==> config.mk <==
export PLATFORM = sky130hd
export DESIGN_NAME = rr_arbiter_8
export DESIGN_NICKNAME = d
export VERILOG_FILES = /design/src/rtl/rr_arbiter_8.sv
export SDC_FILE = /design/constraint.sdc
export NUM_CORES = 1
export LEC_CHECK = 0
export BUFFER_PORTS_ARGS = -buffer_cell sky130_fd_sc_hd__buf_2
export CORE_MARGIN = 5
export CORE_UTILIZATION = 55
export DETAILED_ROUTE_END_ITERATION = 8
export PLACE_DENSITY = 0.79
export SLEW_MARGIN = 20
export SYNTH_ARGS = -nofsm -noshare
export SYNTH_HDL_FRONTEND = slang
export SYNTH_SLANG_ARGS = --single-unit
==> constraint.sdc <==
create_clock -name clk -period 5.4 [get_ports clk]
set_input_delay 1.08 -clock clk [delete_from_list [all_inputs] [get_ports clk]]
set_output_delay 1.08 -clock clk [all_outputs]
set_load 0.05 [all_outputs]
==> src/rtl/rr_arbiter_8.sv <==
// Round-robin arbiter for 8 requesters with registered one-hot and encoded grant.
// Optional hold timeout enabled by defining ARB_HOLD_TIMEOUT_EN.
module rr_arbiter_8 #(
  parameter int unsigned PRIO_INIT = 0,
  parameter int unsigned MAX_HOLD  = 16
) (
  input  logic       clk,
  input  logic       rst,
  input  logic [7:0] req,
  input  logic       done,
  output logic       gnt_valid,
  output logic [2:0] gnt_idx,
  output logic [7:0] gnt_onehot,
  output logic       timeout
);

  localparam int unsigned N_REQ = 8;
  localparam int unsigned IDX_W = 3;

  typedef enum logic {IDLE, GRANT} state_e;

  if (PRIO_INIT >= N_REQ) begin : g_bad_prio_init
    $error("PRIO_INIT must be 0..7");
  end
  if (MAX_HOLD < 2 || MAX_HOLD > 255) begin : g_bad_max_hold
    $error("MAX_HOLD must be 2..255");
  end

  // Returns {found, idx}: first set bit of r scanning upward from p, wrapping.
  function automatic logic [IDX_W:0] pick(input logic [N_REQ-1:0] r,
                                          input logic [IDX_W-1:0] p);
    logic [IDX_W:0]   res;
    logic [IDX_W-1:0] j;
    res = '0;
    for (int k = N_REQ - 1; k >= 0; k--) begin
      j = p + IDX_W'(k);
      if (r[j]) res = {1'b1, j};
    end
    return res;
  endfunction

  state_e           state_q, state_d;
  logic [IDX_W-1:0] ptr_q, ptr_d;
  logic [IDX_W-1:0] gnt_idx_q, gnt_idx_d;
  logic             gnt_valid_q, gnt_valid_d;
  logic [N_REQ-1:0] gnt_onehot_q, gnt_onehot_d;

  logic             release_norm;
  logic             forced;
  logic             release_any;
  logic [IDX_W:0]   sel_idle;
  logic [IDX_W:0]   sel_rel;

  assign release_norm = done | ~req[gnt_idx_q];

`ifdef ARB_HOLD_TIMEOUT_EN
  logic [7:0] hold_q, hold_d;
  logic       timeout_q, timeout_d;

  // Forced release only when no normal release happens in the same cycle.
  assign forced = (state_q == GRANT) & ~release_norm & (hold_q == 8'(MAX_HOLD - 1));

  always_comb begin
    hold_d    = 8'd0;
    timeout_d = forced;
    if (state_q == GRANT && !release_any) hold_d = hold_q + 8'd1;
  end

  always_ff @(posedge clk or posedge rst) begin
    if (rst) begin
      hold_q    <= 8'd0;
      timeout_q <= 1'b0;
    end else begin
      hold_q    <= hold_d;
      timeout_q <= timeout_d;
    end
  end

  assign timeout = timeout_q;
`else
  assign forced  = 1'b0;
  assign timeout = 1'b0;
`endif

  always_comb begin
    state_d      = state_q;
    ptr_d        = ptr_q;
    gnt_idx_d    = gnt_idx_q;
    gnt_valid_d  = gnt_valid_q;
    gnt_onehot_d = gnt_onehot_q;
    release_any  = 1'b0;
    sel_idle     = pick(req, ptr_q);
    sel_rel      = pick(req, gnt_idx_q + IDX_W'(1));
    case (state_q)
      IDLE: begin
        if (sel_idle[IDX_W]) begin
          state_d      = GRANT;
          gnt_idx_d    = sel_idle[IDX_W-1:0];
          gnt_valid_d  = 1'b1;
          gnt_onehot_d = N_REQ'(1) << sel_idle[IDX_W-1:0];
        end
      end
      GRANT: begin
        release_any = release_norm | forced;
        if (release_any) begin
          // Releasing holder is rescanned last, so it wins only if alone.
          ptr_d = gnt_idx_q + IDX_W'(1);
          if (sel_rel[IDX_W]) begin
            gnt_idx_d    = sel_rel[IDX_W-1:0];
            gnt_onehot_d = N_REQ'(1) << sel_rel[IDX_W-1:0];
          end else begin
            state_d      = IDLE;
            gnt_valid_d  = 1'b0;
            gnt_onehot_d = '0;
          end
        end
      end
      default: state_d = IDLE;
    endcase
  end

  always_ff @(posedge clk or posedge rst) begin
    if (rst) begin
      state_q      <= IDLE;
      ptr_q        <= IDX_W'(PRIO_INIT);
      gnt_idx_q    <= '0;
      gnt_valid_q  <= 1'b0;
      gnt_onehot_q <= '0;
    end else begin
      state_q      <= state_d;
      ptr_q        <= ptr_d;
      gnt_idx_q    <= gnt_idx_d;
      gnt_valid_q  <= gnt_valid_d;
      gnt_onehot_q <= gnt_onehot_d;
    end
  end

  assign gnt_valid  = gnt_valid_q;
  assign gnt_idx    = gnt_idx_q;
  assign gnt_onehot = gnt_onehot_q;

endmodule

==> flow_metrics.env <==
export IMPL_status="complete, no violations"
export IMPL_netlist_instances=300
export IMPL_htree_levels=1
export IMPL_die_x_um=83.57
export IMPL_post_place_ws_ns=1.558
export IMPL_reg2regPathDepth=9
export IMPL_grt_pass1_wl_um=12610
export IMPL_stdcell_area_mm2=0.003030
export IMPL_syn_nets=315
export IMPL_final_cells=371
export IMPL_path_clk_slew_ns=0.06
export IMPL_worstMarginPinSlew_ns=0.8506
export IMPL_startpoint="ptr_q[1]"
export IMPL_maxCapViolations=0
export IMPL_cp_start_kind="flip-flop"
export IMPL_fin_crit_ns=3.930
export IMPL_fin_ws_ns=1.470
export IMPL_clk_latency_ns=0.25
export IMPL_post_route_period_util=0.7278
export IMPL_crit_type="reg -> reg"
export IMPL_crit_end="gnt_onehot[7]"
export IMPL_drtIter0Drc=204
export IMPL_setup_viol=0
export IMPL_gp_congestion=0.9123
export IMPL_yosysUniqueCellTypes=87
export IMPL_start_util=0.5755
export IMPL_fin_worst_skew_ns=0.001000
export IMPL_cts_hold_buf=0
export IMPL_crit_arrival_ns=4.10
export IMPL_place_area_mm2=0.002989
export IMPL_syn_area_mm2=0.002977
export IMPL_portBuffers=22
export IMPL_max_slew_margin_rel=0.4329
export IMPL_drive_gt1_frac=0.2957
export IMPL_r2r_end="gnt_onehot[7]"
export IMPL_die_area_mm2=0.006983
export IMPL_fmax_ghz=0.2544
export IMPL_end_kind="flip-flop"
export IMPL_grt_max_degree=30
export IMPL_fp_coreArea_mm2=0.005172
export IMPL_viasPerCell=7.105
export IMPL_grt_usage=0.2127
export IMPL_dp_hpwl_um=5300
export IMPL_cts_sinks=16
export IMPL_regToRegSetupSlack_ns=1.47
export IMPL_rsz0062_at_grt="false"
export IMPL_cts_resized=0
export IMPL_cts_setup_buffers=0
export IMPL_grt_pass1_vias=2543
export IMPL_syn_avg_cell_area_um2=9.922
export IMPL_cts_buffers=3
export IMPL_antenna_found_initial=0
export IMPL_cts_tree="built"
export IMPL_finalSetupTns_ns=0
export IMPL_path_max_fanout=15
export IMPL_area_growth_pct=1.808
export IMPL_nets=318
export IMPL_async_flop_share=1.000
export IMPL_synth_warning_count=0
export IMPL_synth_main_ff_cell="dfrtp_1"
export IMPL_gr_total_overflow=0
export IMPL_rr_startpoint="ptr_q[1]"
export IMPL_worstHoldPathType="reg -> reg"
export IMPL_vias=2636
export IMPL_rows=26
export IMPL_root_buffer="clkbuf_8"
export IMPL_hold_viol=0
export IMPL_diodes=0
export IMPL_critical_path_required_ns=5.57
export IMPL_synth_seq_area_share=0.1345
export IMPL_wl_um=7305
export IMPL_synth_edff_count=0
export IMPL_ioPinCount=24
export IMPL_cts_buffer_depth=2
export IMPL_dpl_cell_count=368
export IMPL_routedWlPerCell_um=19.69
export IMPL_ys_ff_latch=16
export IMPL_drc=0
export IMPL_ant_nets=0
export IMPL_finalMaxSlewViolations=0
export IMPL_drt_first_pass_iters=5
export IMPL_die_h_um=83.57
-- worst min-delay path by stage --
stage                  startpoint             to  slack, ns  cells past startpoint
CTS                 gnt_onehot[4]  gnt_onehot[4]       0.50                      2
global placement    gnt_onehot[4]  gnt_onehot[4]       0.48                      2
finish              gnt_onehot[4]  gnt_onehot[4]       0.50                      2
global route        gnt_onehot[4]  gnt_onehot[4]       0.53                      2
floorplan                 state_q     gnt_idx[1]       0.62                      2
detailed placement  gnt_onehot[4]  gnt_onehot[4]       0.48                      2
-- synth_stat cells (3+ instances only) --
| cell | instances | area share |
|---|---|---|
| o21ai_1 | 5 | 0.0084 |
| nand3_1 | 9 | 0.015 |
| mux2_2 | 15 | 0.057 |
| clkbuf_8 | 4 | 0.018 |
| a21oi_1 | 12 | 0.020 |
| nor2_1 | 16 | 0.020 |
| nand2_1 | 26 | 0.033 |
| ha_1 | 4 | 0.017 |
| or2_1 | 3 | 0.0063 |
| mux4_1 | 6 | 0.053 |
| o21ai_0 | 10 | 0.017 |
| buf_2 | 11 | 0.018 |
| inv_1 | 8 | 0.010 |
| a32oi_1 | 4 | 0.012 |
| o211ai_1 | 7 | 0.018 |
| buf_6 | 4 | 0.015 |
| o211ai_2 | 3 | 0.013 |
| nand3b_1 | 5 | 0.013 |
| a21boi_0 | 3 | 0.0076 |
| a22oi_1 | 3 | 0.0076 |
| dfrtp_1 | 16 | 0.13 |
| a221oi_1 | 3 | 0.0088 |
| buf_4 | 4 | 0.010 |
| nand2b_1 | 3 | 0.0063 |
| mux2i_1 | 17 | 0.057 |
| nor3_1 | 4 | 0.0067 |
| mux4_2 | 19 | 0.14 |
-- layout by cell type, fill, tap and decap left out, drive strengths merged, types with 4 or more instances in the layout --
| master | netlist | routed |
|---|---|---|
| mux2 | 15 | 15 |
| a21oi | 13 | 13 |
| nor2 | 17 | 17 |
| nand2 | 26 | 26 |
| dfrtp | 16 | 16 |
| ha | 4 | 4 |
| mux4 | 25 | 25 |
| a221oi | 4 | 4 |
| o211ai | 10 | 10 |
| nand3 | 9 | 9 |
| a32oi | 5 | 5 |
| nand3b | 5 | 5 |
| buf | 19 | 23 |
| o21ai | 17 | 17 |
| o21a | 4 | 4 |
| mux2i | 20 | 20 |
| nor3 | 4 | 4 |
| inv | 9 | 9 |
-- stage by stage --
| step | hold slack [ns] | utilization |
|---|---|---|
| after CTS | 0.4998 | 0.5859 |
| after global routing | 0.5266 | 0.5859 |
| after detailed placement | 0.4847 | 0.5779 |
| after global placement | 0.4823 | 0.5779 |
| after floorplan | 0.6182 | - |
| final | 0.4963 | 0.5859 |
-- metal layers --
metal	vias up	wire, um	GRT usage
met2	117	3428	0.3398
met1	1294	3268	0.2981
met4	0	178	0.07310
met5	-	0	0
li1	1209	-	-
met3	16	429	0.02468
-- worst max-delay path: stages (launching register included) --
cell and delay [ns]:
dfrtp_1 0.75, clkinv_1 0.42, ha_1 0.70, mux4_2 0.40, mux2_2 0.24, a21oi_1 0.08
a2bb2oi_1 0.19, a2111oi_2 0.65, o211ai_1 0.21, o211ai_1 0.21
-- flip-flops by register name (all words and copies together) (netlist names) --
signal	cells
gnt_valid	1
ptr_q	3
gnt_idx	3
state_q	1
gnt_onehot	8
-- cells by family after synthesis --
logic type,Yosys count,share of synthesized area
AO/OA/AOI/OAI,92,0.2610
AND/OR/NAND/NOR,86,0.1509
multiplexers,60,0.3304
buffers and inverters,35,0.07734
flip-flops,16,0.1345
XOR/XNOR,6,0.02775
adder cells (fa/ha/maj),4,0.01681
other,1,0.001260
-- area by class of cell --
class,count,area [um^2]
Clock buffer,3,41.29
Fill cell,446,2142
Inverter,10,37.54
Multi-Input combinational cell,249,2346
Sequential cell,16,400.4
Tap cell,70,87.58
Timing Repair Buffer,23,117.6
Power is left out: the tool's default activity adds up to more than one toggle a clock period on the data nets, which glitch-free logic cannot reach.
